**config.mk**
```make
export PLATFORM = sky130hd
export DESIGN_NAME = mem_access_stage_flat
export DESIGN_NICKNAME = d
export VERILOG_FILES = /design/src/rtl/mem_stage_pkg.sv /design/src/rtl/mem_access_stage_if.sv /design/src/rtl/mem_access_stage_data_ram.sv /design/src/rtl/mem_access_stage.sv /design/src/flat_wrapper.sv
export SDC_FILE = /design/constraint.sdc
export NUM_CORES = 1
export LEC_CHECK = 0
export ABC_CLOCK_PERIOD_IN_PS = 2800
export CAP_MARGIN = 40
export CORE_AREA = 2 2 117 119
export CTS_CLUSTER_DIAMETER = 150
export DETAILED_ROUTE_END_ITERATION = 7
export DIE_AREA = 0 0 119 121
export PLACE_DENSITY = 0.67
export SLEW_MARGIN = 20
export SYNTH_ARGS = -nofsm -noshare
export SYNTH_HDL_FRONTEND = slang
export SYNTH_SLANG_ARGS = --single-unit
```
**constraint.sdc**
```tcl
create_clock -name clk -period 2.8 [get_ports clk]
set_input_delay 0.56 -clock clk [delete_from_list [all_inputs] [get_ports clk]]
set_output_delay 0.56 -clock clk [all_outputs]
set_load 0.01 [all_outputs]
```
**src/rtl/mem_stage_pkg.sv**
```systemverilog
// Shared definitions for the memory-access stage: op encodings and FSM states.
package mem_stage_pkg;

    localparam logic [1:0] OP_ALU = 2'b00;
    localparam logic [1:0] OP_LD  = 2'b01;
    localparam logic [1:0] OP_ST  = 2'b10;
    localparam logic [1:0] OP_ILL = 2'b11;

    typedef enum logic {
        RUN     = 1'b0,
        LD_WAIT = 1'b1
    } stage_state_e;

endpackage

```
**src/rtl/mem_access_stage_if.sv**
```systemverilog
// Execute-stage to memory-stage bus, plus the registered result toward write-back.
// Handshake: an operation transfers on a rising edge where in_valid && in_ready;
// op/alu_ans/mem_addr/st_data are don't-care otherwise. ans_valid is a one-cycle
// pulse per result with no downstream back-pressure.
interface mem_access_stage_if #(
    parameter int DATA_W = 8,
    parameter int ADDR_W = 4
);
    logic              in_valid;
    logic              in_ready;
    logic [1:0]        op;
    logic [DATA_W-1:0] alu_ans;
    logic [ADDR_W-1:0] mem_addr;
    logic [DATA_W-1:0] st_data;
    logic [DATA_W-1:0] mux_ans_dm;
    logic              ans_valid;
    logic              err;

    modport master (
        output in_valid, op, alu_ans, mem_addr, st_data,
        input  in_ready, mux_ans_dm, ans_valid, err
    );

    modport slave (
        input  in_valid, op, alu_ans, mem_addr, st_data,
        output in_ready, mux_ans_dm, ans_valid, err
    );
endinterface

```
**src/rtl/mem_access_stage_data_ram.sv**
```systemverilog
// Small data memory: synchronous write, synchronous registered read. Array is not reset;
// only the read register is.
module data_ram #(
    parameter int DATA_W = 8,
    parameter int ADDR_W = 4
) (
    input  logic              clk,
    input  logic              rst_n,
    input  logic              we,
    input  logic              re,
    input  logic [ADDR_W-1:0] addr,
    input  logic [DATA_W-1:0] wdata,
    output logic [DATA_W-1:0] rd_q
);
    logic [DATA_W-1:0] mem [2**ADDR_W];

    always_ff @(posedge clk) begin
        if (we) begin
            mem[addr] <= wdata;
        end
    end

    always_ff @(posedge clk or negedge rst_n) begin
        if (!rst_n) begin
            rd_q <= '0;
        end else if (re) begin
            rd_q <= mem[addr];
        end
    end
endmodule

```
**src/rtl/mem_access_stage.sv**
```systemverilog
// Memory-access pipeline stage: ALU pass-through, load or store per accepted op,
// with a one-cycle load wait that stalls the execute stage.
module mem_access_stage
    import mem_stage_pkg::*;
#(
    parameter int DATA_W = 8,
    parameter int ADDR_W = 4
) (
    input  logic                clk,
    input  logic                rst_n,
    mem_access_stage_if.slave   bus,
    output stage_state_e        state_dbg
);
    stage_state_e      state, state_n;
    logic              accept;
    logic              ram_we, ram_re;
    logic              res_load, ans_n, err_set;
    logic [DATA_W-1:0] res_n, rd_q, mux_q;
    logic              ans_q, err_q;

    assign bus.in_ready   = (state == RUN);
    assign accept         = bus.in_valid && (state == RUN);
    assign bus.mux_ans_dm = mux_q;
    assign bus.ans_valid  = ans_q;
    assign bus.err        = err_q;
    assign state_dbg      = state;

    always_comb begin
        state_n  = state;
        ram_we   = 1'b0;
        ram_re   = 1'b0;
        res_load = 1'b0;
        res_n    = rd_q;
        ans_n    = 1'b0;
        err_set  = 1'b0;
        if (state == LD_WAIT) begin
            // Read data registered last edge is now forwarded to write-back.
            res_load = 1'b1;
            res_n    = rd_q;
            ans_n    = 1'b1;
            state_n  = RUN;
        end else if (accept) begin
            case (bus.op)
                OP_ALU: begin
                    res_load = 1'b1;
                    res_n    = bus.alu_ans;
                    ans_n    = 1'b1;
                end
                OP_LD: begin
                    ram_re  = 1'b1;
                    state_n = LD_WAIT;
                end
                OP_ST: begin
                    ram_we = 1'b1;
                end
                default: begin
                    err_set = 1'b1;
                end
            endcase
        end
    end

    always_ff @(posedge clk or negedge rst_n) begin
        if (!rst_n) begin
            state <= RUN;
        end else begin
            state <= state_n;
        end
    end

    always_ff @(posedge clk or negedge rst_n) begin
        if (!rst_n) begin
            mux_q <= '0;
            ans_q <= 1'b0;
            err_q <= 1'b0;
        end else begin
            ans_q <= ans_n;
            if (res_load) begin
                mux_q <= res_n;
            end
            if (err_set) begin
                err_q <= 1'b1;
            end
        end
    end

    data_ram #(
        .DATA_W (DATA_W),
        .ADDR_W (ADDR_W)
    ) u_data_ram (
        .clk   (clk),
        .rst_n (rst_n),
        .we    (ram_we),
        .re    (ram_re),
        .addr  (bus.mem_addr),
        .wdata (bus.st_data),
        .rd_q  (rd_q)
    );
endmodule

```
**src/flat_wrapper.sv**
```systemverilog
// flat-port wrapper written by rule: the top's interface ports become plain ports
module mem_access_stage_flat import mem_stage_pkg::*;
#(
    parameter int DATA_W = 8,
    parameter int ADDR_W = 4
)
  (clk, rst_n, state_dbg, bus_in_valid, bus_op, bus_alu_ans, bus_mem_addr, bus_st_data, bus_in_ready, bus_mux_ans_dm, bus_ans_valid, bus_err);
  mem_access_stage_if #(.DATA_W(DATA_W), .ADDR_W(ADDR_W)) bus_i ();
  input  logic clk;
  input  logic rst_n;
  output stage_state_e state_dbg;
  input wire logic [$bits(bus_i.in_valid)-1:0] bus_in_valid;
  input wire logic [$bits(bus_i.op)-1:0] bus_op;
  input wire logic [$bits(bus_i.alu_ans)-1:0] bus_alu_ans;
  input wire logic [$bits(bus_i.mem_addr)-1:0] bus_mem_addr;
  input wire logic [$bits(bus_i.st_data)-1:0] bus_st_data;
  output wire logic [$bits(bus_i.in_ready)-1:0] bus_in_ready;
  output wire logic [$bits(bus_i.mux_ans_dm)-1:0] bus_mux_ans_dm;
  output wire logic [$bits(bus_i.ans_valid)-1:0] bus_ans_valid;
  output wire logic [$bits(bus_i.err)-1:0] bus_err;
  assign bus_i.in_valid = bus_in_valid;
  assign bus_i.op = bus_op;
  assign bus_i.alu_ans = bus_alu_ans;
  assign bus_i.mem_addr = bus_mem_addr;
  assign bus_i.st_data = bus_st_data;
  assign bus_in_ready = bus_i.in_ready;
  assign bus_mux_ans_dm = bus_i.mux_ans_dm;
  assign bus_ans_valid = bus_i.ans_valid;
  assign bus_err = bus_i.err;
  mem_access_stage #(.DATA_W(DATA_W), .ADDR_W(ADDR_W)) u_core (.clk(clk), .rst_n(rst_n), .bus(bus_i), .state_dbg(state_dbg));
endmodule
```
; ---- Yosys cells after proc, flatten, opt, wreduce, memory -nomap -nowiden
; Memories as Yosys holds them, arrays and structs flattened. A register that Yosys moved wholly into a read port is not among the register bits.
; Cells that the tools add are included.
[totals]
register_bits = 11
ram_bits = 128
in_bits = 25
out_inout_bits = 12
wordCells = 29
n_memories = 1
[mem_list]
columns = name, words, word_bits, rd, rd_ports_with_merged_regs, write_ports, line_no
row1 = u_core.u_data_ram.mem, 16, 8, 1, 1, 1, mem_access_stage_data_ram.sv:15  ; logic [DATA_W-1:0] mem [2**ADDR_W];
[op_classes]
eq_ne = 2
n_mux = 17
n_bitwise = 1
n_reduce_logical = 4
[op_table]
columns = operator, count
row1 = 8-bit two-way mux, 3
row2 = 1-bit two-way mux, 14
row3 = 3-bit OR reduction, 1
row4 = "2-bit by 1-bit == test with 1-bit output, second input constant", 1
row5 = "2-bit == test, second input constant", 1
row6 = 2-bit logical NOT, 1
row7 = 1-bit logical AND, 1
row8 = 1-bit logical NOT, 1
row9 = 1-bit NOT, 1

; ---- Depth between registers and ports, before layout
[logic_depth]
depth_word = 6
mapped_depth = 7
depth_no_buf = 6

; ---- Hierarchy
; From an unflattened synthesis, not the netlist that was laid out.
[unflattened]
cells_unflattened = 339
area_unflattened_um2 = 5831.8
[modules_own_cells]
columns = mod, n_inst, cells_per_inst, area_each_um2, seq_area_each_um2
row1 = data_ram, 1, 304, 5355.1, 4043.9
row2 = mem_access_stage, 1, 35, 476.7, 275.3

; ---- Worst setup path after synthesis
; Ideal clock, no wire load.
[synth_timing]
path_type = input -> register
start = in bus_mem_addr[1]
end = mem u_core.u_data_ram.mem[3][0] (enable)
setup_ps = 383
arrival_time_ps = 2180
required_time_ps = 2417
setup_slack_ps = 237
path_stages = 6
path_buffers = 4
cell_sequence = buf_2 -> buf_2 -> buf_2 -> buf_2 -> nand3_1 -> nor3_1
[synth_rtl]
columns = element, line_no
row1 = start: declaration, flat_wrapper.sv:15  ; input wire logic [$bits(bus_i.mem_addr)-1:0] bus_mem_addr;
row2 = end: declaration, mem_access_stage_data_ram.sv:15
; No word-level cell before the write port.

; ---- Worst setup path in the final report
[layout_timing]
start = reg u_core.state, in the netlist u_core.state_dbg
end = out bus_in_ready
[layout_via]
elab_chain_cells = 1
[layout_lines]
columns = element, line_no
row1 = start: declaration, mem_access_stage.sv:14  ; stage_state_e state, state_n;
row2 = start signal: assignment, mem_access_stage.sv:67  ; state <= state_n;
row3 = 1-bit NOT, mem_access_stage.sv:21  ; assign bus.in_ready = (state == RUN);
row4 = end: declaration, flat_wrapper.sv:17  ; output wire logic [$bits(bus_i.in_ready)-1:0] bus_in_ready;
; Every way passes these cells.

==> metrics <==
post-route ant nets=0; Area growth, synth to finish=22.84%; DRC viols=0; Avg Cell Area, Syn=19.41 sq um; post-detailed-routing wire length=11.61 mm; global-route wire length before repair=17.95 mm; minimum clock period=~2.3 ns; IO Port Bufs=36; Post-Syn Area=approximately 5800 sq um; CP endpoint kind=output pin; Post-CTS Resized=0; max_cap viols=0; post-DR wirelength/cell=20.95 um; Slew @ Worst Pin=about 0.67 ns; number of diodes=0; Final period util=82.85%; die height=121 um; CP endpoint=bus_in_ready; reg2reg end=u_core.u_data_ram.mem[12][2]; Overall Global Routing Usage=17.32%; Final Setup Violations=0; top-level port count=37; most frequent cells in the layout=128 x edfxtp_1, 35 x clkdlybuf4s50_1, 24 x buf_4; cell leakage power=2.467 nW; final core utilization=54.31%; die area=14400 sq um; CP Launch Type=flip-flop; share of layout cells above drive strength 1=21.43%; Core ar.=13090 sq um; reg2reg path depth=4; sequential element share of the synthesized area=between 70% and 80%; Hold Violations, Final=0; Clk Latency, worst-skew pair=0.41 ns; antenna violations before repair=0; PwrDens=712.3 nW/um^2; commonest non-fill, non-tap cell in the layout=edfxtp_1; Post-CTS Hold Buffers=0; Rel. slew slack=roughly 55%; Final Wtd Congestion=roughly 0.74; yosys synthesis warning count=0; DRT iter0 DRCs=about 250; worst-case clock skew=0.007003 ns; CTS tree=done; initial core utilization=between 40% and 50%; Total Power=approximately 5.1 mW; pin count of the biggest net entering global routing=40; FF+latch count, synth=roughly 150; total number of vias=2976; synthesized netlist cell count=between 200 and 300; hold crit path type=primary input to asynchronous set/reset pin; H-Tree Depth=4; Reg clk slew, reported paths=0.06 ns; RSZ-0062 raised after global routing=false; Vias/cell=5.372; post-synth net total=323; status=completed; Clock Sinks=about 150; CTS Buf Count=17; drt pass-1 iters=4; DP Area=6511 sq um; Max Slew Vio Count=0; nets=390; DIE WIDTH=between 100 and 150 um; Synth cell types=26; Setup crit start=u_core.state_dbg; Peak Freq=431.1 MHz; post-route cell area=7107 sq um; number of global-route vias before repair=around 3000; crit path kind=flip-flop to output pin; worst vdd ir=0.3008 mV; Hold WS=0.3892 ns; Req. time, crit path=2.24 ns; Crit Path Max Fanout=21; Reg2Reg Setup Slack=0.58 ns; Worst Path Arrival=1.76 ns; # rows=42; Root Buffer=clkbuf_16; setup TNS=0 ns; dpl hpwl=7.498 mm; CTS max path bufs=2; Reg2Reg Launch Point=u_core.state_dbg; postcts setup bufs=0; total gr overflow=0
-- stage by stage --
stage	instances	setup WS (ns)
floorplan	298	0.2368
global placement	521	0.2196
detailed placement	522	0.2137
CTS	554	0.4677
global route	554	0.3556
finish	554	0.4802
-- area by class of cell --
cell class	count	area, sq um
multi-input cells	132	1366
inverters	4	15.01
well taps	176	220.2
fillers	982	5978
flip-flops and latches	147	4319
clock buffers	20	436.7
clock inverters	12	158.9
repair buffers	63	590.6
-- power breakdown --
part / total, mW / switching (mW) / internal, mW
Combinational: 0.339 / 0.161 / 0.177
Sequential: 2.48 / 0.0358 / 2.44
Clock: 2.24 / 0.842 / 1.40
-- how the worst min path moves through the flow --
stage	to	startpoint	depth (start not counted)	slack (ns)
after floorplan	u_core.bus.ans_valid	rst_n	0	0.26
after global routing	u_core.bus.mux_ans_dm[6]	rst_n	1	0.39
after global placement	u_core.bus.err	u_core.bus.err	1	0.46
after CTS	u_core.bus.mux_ans_dm[2]	rst_n	1	0.38
after detailed placement	u_core.bus.err	u_core.bus.err	1	0.46
final	u_core.bus.mux_ans_dm[2]	rst_n	1	0.39
-- cells in the mapped netlist, drive strengths merged --
master   number  area [sq um]
edfxtp      128          3844
nand4bb       1         11.26
nor3          4         20.02
buf          13         83.83
o21ai         8         40.04
nand2b        9         56.30
mux2i        16         160.2
mux4         33         780.8
clkbuf        2         7.510
or3           1         6.260
nand4         1         6.260
a211o         6         52.55
nand2        22         82.58
dfrtp        19         475.5
nand3         1         5.000
or2           1         6.260
nor2         20         75.07
a41o          1         10.01
a21oi         6         30.03
nor4b         1         8.760
inv           4         15.01
o221ai        1         8.760
-- worst max-delay path: stages (launching register included) --
cell             delay (ns)
dfrtp_1                0.68
inv_1                  0.16
clkdlybuf4s50_1        0.51
-- kinds of logic (layout without fill, tap and decap cells) --
family / after synthesis / after routing / synth area share [%]
buffers and inverters: 19 / 99 / 1.838
AND/OR/NAND/NOR: 61 / 61 / 4.801
flip-flops: 147 / 147 / 74.65
multiplexers: 49 / 49 / 16.26
AO/OA/AOI/OAI: 22 / 22 / 2.444
-- per-layer routing --
metal,GRT usage (%),part of all wire (%)
met1,22.84,43
met2,28.05,51
met3,4.887,5.0
met4,5.580,1.1
met5,0,0
-- sequential cells by signal, indices dropped and copies added (netlist names) --
register / cells
u_core.bus.ans_valid: 1
u_core.u_data_ram.rd_q: 8
u_core.u_data_ram.mem: 128
u_core.state_dbg: 1
u_core.bus.mux_ans_dm: 8
u_core.bus.err: 1
No activity file was read; power rests on OpenSTA's default activity.
